`src/rtl/alu_stage_pkg.sv`:
```
// alu_stage_pkg
//   Shared types for the ALU stage that sits downstream of the 16-bit shifter.
//   aluop_t  : operation select carried on the 2-bit aluop bus
//   status_t : status flags, packed so that {n,v,z} maps to status_out[2:0]
//   state_t  : occupancy state of the single-entry output register
package alu_stage_pkg;

    typedef enum logic [1:0] {
        ALU_ADD = 2'b00,
        ALU_SUB = 2'b01,
        ALU_AND = 2'b10,
        ALU_NOT = 2'b11
    } aluop_t;

    typedef struct packed {
        logic n;
        logic v;
        logic z;
    } status_t;

    typedef enum logic {
        EMPTY = 1'b0,
        FULL  = 1'b1
    } state_t;

endpackage : alu_stage_pkg

```
`src/rtl/alu_stage_if.sv`:
```
// alu_stage_if
//   Bundles the operand-side and result-side handshakes of the ALU stage.
//   Operand side : in_valid, in_ready, ain, bin, asel, aluop, loads
//   Result side  : out_valid, out_ready, c_out, status_out ({N,V,Z})
//   modport slave  : the ALU stage itself
//   modport master : the environment (register file / shifter and writeback mux)
interface alu_stage_if #(
    parameter int WIDTH = 16
);
    logic             in_valid;
    logic             in_ready;
    logic [WIDTH-1:0] ain;
    logic [WIDTH-1:0] bin;
    logic             asel;
    logic [1:0]       aluop;
    logic             loads;
    logic             out_valid;
    logic             out_ready;
    logic [WIDTH-1:0] c_out;
    logic [2:0]       status_out;

    modport slave (
        input  in_valid, ain, bin, asel, aluop, loads, out_ready,
        output in_ready, out_valid, c_out, status_out
    );

    modport master (
        output in_valid, ain, bin, asel, aluop, loads, out_ready,
        input  in_ready, out_valid, c_out, status_out
    );
endinterface : alu_stage_if

```
`src/rtl/alu_core.sv`:
```
// alu_core
//   Purely combinational ALU: ADD, SUB (A-B), AND, NOT B, plus {N,V,Z} flags
//   computed on the value that will be written to C.
//   Build option: define ALU_STAGE_SAT_EN to clamp ADD/SUB signed overflow to
//   the signed max/min; V still reports the overflow.
//   Ports:
//     a      in  WIDTH  A operand, already zeroed when asel=1
//     b      in  WIDTH  B operand (shifter output)
//     op     in  2      operation select (aluop_t)
//     result out WIDTH  result C
//     flags  out 3      {n,v,z} for result
module alu_core
    import alu_stage_pkg::*;
#(
    parameter int WIDTH = 16
) (
    input  logic [WIDTH-1:0] a,
    input  logic [WIDTH-1:0] b,
    input  aluop_t           op,
    output logic [WIDTH-1:0] result,
    output status_t          flags
);

    localparam int               MSB = WIDTH - 1;
    localparam logic [WIDTH-1:0] ONE = {{(WIDTH-1){1'b0}}, 1'b1};

    logic [WIDTH-1:0] sum;
    logic [WIDTH-1:0] diff;
    logic             ovf;

    assign sum  = a + b;
    assign diff = a + ~b + ONE;

`ifdef ALU_STAGE_SAT_EN
    localparam logic [WIDTH-1:0] SMAX = {1'b0, {(WIDTH-1){1'b1}}};
    localparam logic [WIDTH-1:0] SMIN = {1'b1, {(WIDTH-1){1'b0}}};
`endif

    // NOTE: every signal written in this block gets a default first, so no
    // path through the case can leave it unassigned and infer a latch.
    always_comb begin
        result = '0;
        ovf    = 1'b0;
        case (op)
            ALU_ADD: begin
                result = sum;
                ovf    = (a[MSB] == b[MSB]) && (sum[MSB] != a[MSB]);
            end
            ALU_SUB: begin
                result = diff;
                ovf    = (a[MSB] != b[MSB]) && (diff[MSB] != a[MSB]);
            end
            ALU_AND: result = a & b;
            ALU_NOT: result = ~b;
            default: result = '0;
        endcase
`ifdef ALU_STAGE_SAT_EN
        // For both ADD and SUB the overflow direction follows A's sign:
        // a non-negative A can only overflow upward, a negative A downward.
        if (ovf) begin
            result = a[MSB] ? SMIN : SMAX;
        end
`endif
    end

    assign flags = '{n: result[MSB], v: ovf, z: (result == '0)};

endmodule : alu_core

```
`src/rtl/alu_stage.sv`:
```
// alu_stage
//   ALU datapath stage downstream of the shifter. Computes C from A' and the
//   shifted B, registers C and the status flags, and presents the result on a
//   single-entry valid/ready output register. Upstream is stalled while an
//   unconsumed result is held and the consumer is not ready.
//   Build option: ALU_STAGE_SAT_EN (saturating ADD/SUB, see alu_core).
//   Ports:
//     clk      in   rising-edge clock
//     reset_n  in   synchronous active-low reset
//     bus      slave modport of alu_stage_if (operand and result handshakes)
module alu_stage
    import alu_stage_pkg::*;
#(
    parameter int WIDTH = 16
) (
    input  logic        clk,
    input  logic        reset_n,
    alu_stage_if.slave  bus
);

    state_t           state_q, state_d;
    logic [WIDTH-1:0] c_q;
    status_t          status_q;

    logic             accept;
    logic             release_c;
    logic             load_c;
    logic             out_valid;
    logic             in_ready;

    logic [WIDTH-1:0] a_eff;
    logic [WIDTH-1:0] alu_result;
    status_t          alu_flags;

    assign a_eff = bus.asel ? '0 : bus.ain;

    alu_core #(.WIDTH(WIDTH)) u_core (
        .a      (a_eff),
        .b      (bus.bin),
        .op     (aluop_t'(bus.aluop)),
        .result (alu_result),
        .flags  (alu_flags)
    );

    // A full stage may accept in the same cycle its result is drained.
    assign out_valid = (state_q == FULL);
    assign in_ready  = !out_valid || bus.out_ready;
    assign accept    = bus.in_valid && in_ready;
    assign release_c = out_valid && bus.out_ready;

    always_comb begin
        state_d = state_q;
        load_c  = 1'b0;
        case (state_q)
            EMPTY: begin
                if (accept) begin
                    state_d = FULL;
                    load_c  = 1'b1;
                end
            end
            FULL: begin
                // In FULL, accept implies out_ready and hence release.
                if (accept) begin
                    load_c = 1'b1;
                end else if (release_c) begin
                    state_d = EMPTY;
                end
            end
            default: state_d = EMPTY;
        endcase
    end

    // NOTE: sequential state uses non-blocking assignments so every register
    // samples the pre-edge values regardless of statement order; reset is
    // synchronous and takes priority over any transfer in the same cycle.
    always_ff @(posedge clk) begin
        if (!reset_n) begin
            state_q  <= EMPTY;
            c_q      <= '0;
            status_q <= '0;
        end else begin
            state_q <= state_d;
            if (load_c) begin
                c_q <= alu_result;
            end
            if (accept && bus.loads) begin
                status_q <= alu_flags;
            end
        end
    end

    assign bus.out_valid  = out_valid;
    assign bus.in_ready   = in_ready;
    assign bus.c_out      = c_q;
    assign bus.status_out = status_q;

endmodule : alu_stage

```
`src/flat_wrapper.sv`:
```
// flat-port wrapper written by rule: the top's interface ports become plain ports
module alu_stage_flat import alu_stage_pkg::*;
#(
    parameter int WIDTH = 16
)
  (clk, reset_n, bus_in_valid, bus_ain, bus_bin, bus_asel, bus_aluop, bus_loads, bus_out_ready, bus_in_ready, bus_out_valid, bus_c_out, bus_status_out);
  alu_stage_if #(.WIDTH(WIDTH)) bus_i ();
  input  logic clk;
  input  logic reset_n;
  input wire logic [$bits(bus_i.in_valid)-1:0] bus_in_valid;
  input wire logic [$bits(bus_i.ain)-1:0] bus_ain;
  input wire logic [$bits(bus_i.bin)-1:0] bus_bin;
  input wire logic [$bits(bus_i.asel)-1:0] bus_asel;
  input wire logic [$bits(bus_i.aluop)-1:0] bus_aluop;
  input wire logic [$bits(bus_i.loads)-1:0] bus_loads;
  input wire logic [$bits(bus_i.out_ready)-1:0] bus_out_ready;
  output wire logic [$bits(bus_i.in_ready)-1:0] bus_in_ready;
  output wire logic [$bits(bus_i.out_valid)-1:0] bus_out_valid;
  output wire logic [$bits(bus_i.c_out)-1:0] bus_c_out;
  output wire logic [$bits(bus_i.status_out)-1:0] bus_status_out;
  assign bus_i.in_valid = bus_in_valid;
  assign bus_i.ain = bus_ain;
  assign bus_i.bin = bus_bin;
  assign bus_i.asel = bus_asel;
  assign bus_i.aluop = bus_aluop;
  assign bus_i.loads = bus_loads;
  assign bus_i.out_ready = bus_out_ready;
  assign bus_in_ready = bus_i.in_ready;
  assign bus_out_valid = bus_i.out_valid;
  assign bus_c_out = bus_i.c_out;
  assign bus_status_out = bus_i.status_out;
  alu_stage #(.WIDTH(WIDTH)) u_core (.clk(clk), .reset_n(reset_n), .bus(bus_i));
endmodule
```
`config.mk`:
```
export PLATFORM = sky130hd
export DESIGN_NAME = alu_stage_flat
export DESIGN_NICKNAME = d
export VERILOG_FILES = /design/src/rtl/alu_stage_pkg.sv /design/src/rtl/alu_stage_if.sv /design/src/rtl/alu_core.sv /design/src/rtl/alu_stage.sv /design/src/flat_wrapper.sv
export SDC_FILE = /design/constraint.sdc
export NUM_CORES = 1
export LEC_CHECK = 0
export ABC_AREA = 1
export BUFFER_PORTS_ARGS = -buffer_cell sky130_fd_sc_hd__buf_2
export CORE_MARGIN = 1.5
export CORE_UTILIZATION = 28
export CTS_BUF_LIST = sky130_fd_sc_hd__clkbuf_8 sky130_fd_sc_hd__clkbuf_16
export DETAILED_ROUTE_END_ITERATION = 6
export GPL_TIMING_DRIVEN = 0
export PLACE_DENSITY_LB_ADDON = 0.25
export SYNTH_ARGS = -nofsm -noshare
export SYNTH_HDL_FRONTEND = slang
export SYNTH_SLANG_ARGS = --single-unit
```
`constraint.sdc`:
```
create_clock -name clk -period 3.1 [get_ports clk]
set_clock_uncertainty 0.2 [all_clocks]
set_input_delay 0.31 -clock clk [delete_from_list [all_inputs] [get_ports clk]]
set_output_delay 0.31 -clock clk [all_outputs]
set_load 0.02 [all_outputs]
```
==> out/summary.md <==
## Logic synthesis
- 0 — Ys Warns
- 12.2% — proportion of synthesized chip area in sequential cells
- 36 — Unique masters post-synth
- 596 — count of mapped cells out of synthesis
- 650 — number of nets in the synthesized netlist
- 5.51 sq um — Avg Inst Size Synth
- 0 — number of enable-type register cells in the synthesized netlist
- 20 — synthesis-stage register bit count
- 3280 sq um — Syn Std Cell Area
- sky130_fd_sc_hd__dfxtp_1 — Most used DFF post-synth
- 0% — proportion of register bits with asynchronous set or reset after synthesis

## Timing
- 2790 ps — Period minus WS final
- 0.358 GHz — highest attainable clock frequency
- 58.0% — Max-slew headroom
- 0 — final number of max-transition violations
- false — RSZ-0062 raised after global routing
- 112 ps — tightest hold margin
- 0 — number of hold-slack violations in the final timing report
- 629 ps — transition time of the tightest slew-check pin
- 0 — setup violation total in the final timing report
- 90.1% — final clock period utilization by the worst path
- 0 ps — sum of negative setup slack

## Critical path
- 2780 ps — data arrival time of the critical path
- register — Critical Path End Type
- input port — startpoint types
- 3090 ps — data required time of the critical path
- 10 — maximum net fanout on the critical path
- input port to register — CP Class

## Power and ir drop
- 1.19 mW — total power
- 231 uV — Max VDD drop
- 307 nW/um^2 — power density relative to cell area
- 2.15 nW — Static Leakage

## CTS
- 1 — H-tree depth reported by CTS
- 20 — sinks on the clock net
- done — CTS tree
- 0 — post_cts resized
- 0 — setup fix buffers added after clock tree synthesis
- 60 ps — clock slew seen by the registers of the worst setup and hold paths
- 0 — CTS Hold Buffers Added
- 3 — number of buffers added by the clock tree synthesis step
- sky130_fd_sc_hd__clkbuf_16 — root buffer cell
- 2 — number of buffers on the longest clock path
- 250 ps — later-pin clock latency in the skew report

## Layout
- 22.4% — share of layout cells above drive strength 1
- 17.8% — layout overhead on the synthesized area
- 0 — Diodes inserted
- 715 — number of nets at the end of the flow

## Die
- 28.7% — starting density of the core
- 111 um — horizontal die dimension
- 11400 sq um — Core Footprint
- 111 um — vertical extent of the die
- 12400 sq um — overall die area
- 61 — IO Count
- 39 — standard-cell row count

## Global routing
- 17.9% — aggregate global-route resource usage
- 0 — number of antenna violations at the first check in global routing
- 13 — largest net degree at the start of global routing
- 3853 — vias in the first global route
- 0 — overall overflow remaining after global route
- 18400 um — wire length of the first global-routing pass

## Place
- 9410 um — HPWL after detailed placement
- 0.952 — placer's final routability congestion estimate
- 60 — input/output buffers

## Route
- 14.0 um — average wire per cell in the routed design
- 0 — residual DRC count
- 0 — count of nets left with antenna violations after detail routing
- 11300 um — final routed wirelength across all metal layers
- 272 — drt initial violations
- 5 — length of the first detailed-routing pass in iterations
- 5.01 — vias per inst
- 4023 — overall via count from detail_route

## Status
- finished clean — result of the run

## Flow run
- 0 — max-cap violations

## Hold path
- input port to register — class of the worst hold path

-- Yosys cell counts (all sizes together) (3+ instances only) --
master    n  area (sq um)
nor2     63           259
clkbuf    7          26.3
ha       14           175
nand2   211           935
nor3      4          20.0
inv      80           303
a21oi    29           153
clkinv    3          11.3
nand3    90           536
o21ai    47           239
buf       4          42.5
a22oi     5          37.5
nand4     6          37.5
dfxtp    20           400
a21boi    3          30.0
-- layout make-up --
| cell class | instances | area, sq um |
|---|---|---|
| Multi-Input combinational cell | 482 | 2500 |
| Buffer | 11 | 68.8 |
| Clock buffer | 3 | 75.1 |
| Tap cell | 143 | 179 |
| Clock inverter | 1 | 30.0 |
| Timing Repair Buffer | 60 | 300 |
| Inverter | 83 | 314 |
| Fill cell | 1315 | 7550 |
| Sequential cell | 20 | 400 |
-- stage by stage --
| step | cells | instance area, sq um | utilization (%) | setup WS [ps] |
|---|---|---|---|---|
| 6_report | 803 | 3870 | 33.9 | 306 |
| 5_1_grt | 803 | 3870 | 33.9 | 7.47 |
| 4_1_cts | 803 | 3870 | 33.9 | 327 |
| 3_5_place_dp | 799 | 3760 | 32.9 | 76.1 |
| 3_3_place_gp | 799 | 3760 | 32.9 | 77.1 |
| 2_1_floorplan | 596 | 3280 | - | 791 |
-- logic make-up after synthesis --
kind of cell / Yosys count / synth area share, %
buf+inv: 94 / 11.7
simple gates: 375 / 54.7
compound gates: 91 / 15.6
fa+ha+maj: 14 / 5.34
flops: 20 / 12.2
xor+xnor: 2 / 0.534
-- per-layer routing --
layer | global-route usage, % | up-vias | wire [um]
li1 | - | 2058 | -
met1 | 23.3 | 1819 | 5190
met2 | 30.9 | 122 | 5170
met3 | 1.75 | 24 | 493
met4 | 5.82 | 0 | 405
met5 | 0 | - | 0
-- power by group --
part	internal, mW	switching [mW]	total, mW	leakage, nW
logic	0.174	0.375	0.549	1.93
clock network	0.256	0.0920	0.348	0.0511
registers	0.278	0.0103	0.289	0.166
-- registers in the layout, summed over array words and instances (netlist names) --
name / count
u_core.bus.c_out: 16
u_core.bus.out_valid: 1
u_core.bus.status_out: 3
-- layout by cell type, fill, tap and decap left out, drive strengths merged --
cell,count
dfxtp,20
nor2,63
xor2,1
o211ai,1
o21ai,47
xnor2,1
ha,14
a21oi,29
nand3b,1
nand2,211
a22oi,5
inv,80
nand3,90
nor3,4
a221oi,2
bufinv,1
o21a,1
a31oi,2
a21boi,3
a211oi,1
buf,64
clkbuf,10
nand4,6
clkinv,3
-- critical path, stage by stage --
cell                      delay, ps
sky130_fd_sc_hd__buf_2          140
sky130_fd_sc_hd__inv_4          130
sky130_fd_sc_hd__buf_6          200
sky130_fd_sc_hd__nand2_1        130
sky130_fd_sc_hd__ha_1           200
sky130_fd_sc_hd__inv_1           50
sky130_fd_sc_hd__ha_1           130
sky130_fd_sc_hd__inv_1           50
sky130_fd_sc_hd__nand2_1         80
sky130_fd_sc_hd__nand2_1         70
sky130_fd_sc_hd__nand2_1         70
sky130_fd_sc_hd__nand3_1         90
sky130_fd_sc_hd__nand2_1        160
sky130_fd_sc_hd__nand2_1         90
sky130_fd_sc_hd__nand2_1         60
sky130_fd_sc_hd__nand2_1         40
sky130_fd_sc_hd__nand3_1         60
sky130_fd_sc_hd__nand2_1         80
sky130_fd_sc_hd__nor2_1         220
sky130_fd_sc_hd__nand2_1         80
sky130_fd_sc_hd__nor2_1         100
sky130_fd_sc_hd__nand3_1         90
sky130_fd_sc_hd__a21oi_2        110
-- final timing paths --
kind / start / end / slack (ps) / cells after the start
max: bus_asel / u_core.bus.status_out[0]$_SDFFE_PN0P_ / 310 / 23
min: bus_in_valid / u_core.bus.out_valid$_SDFF_PN0_ / 110 / 3
min reg2reg: u_core.bus.status_out[0]$_SDFFE_PN0P_ / u_core.bus.status_out[0]$_SDFFE_PN0P_ / 280 / 2
max reg2reg: u_core.bus.out_valid$_SDFF_PN0_ / u_core.bus.status_out[0]$_SDFFE_PN0P_ / 940 / 13
(Power assumes the default switching activity.)
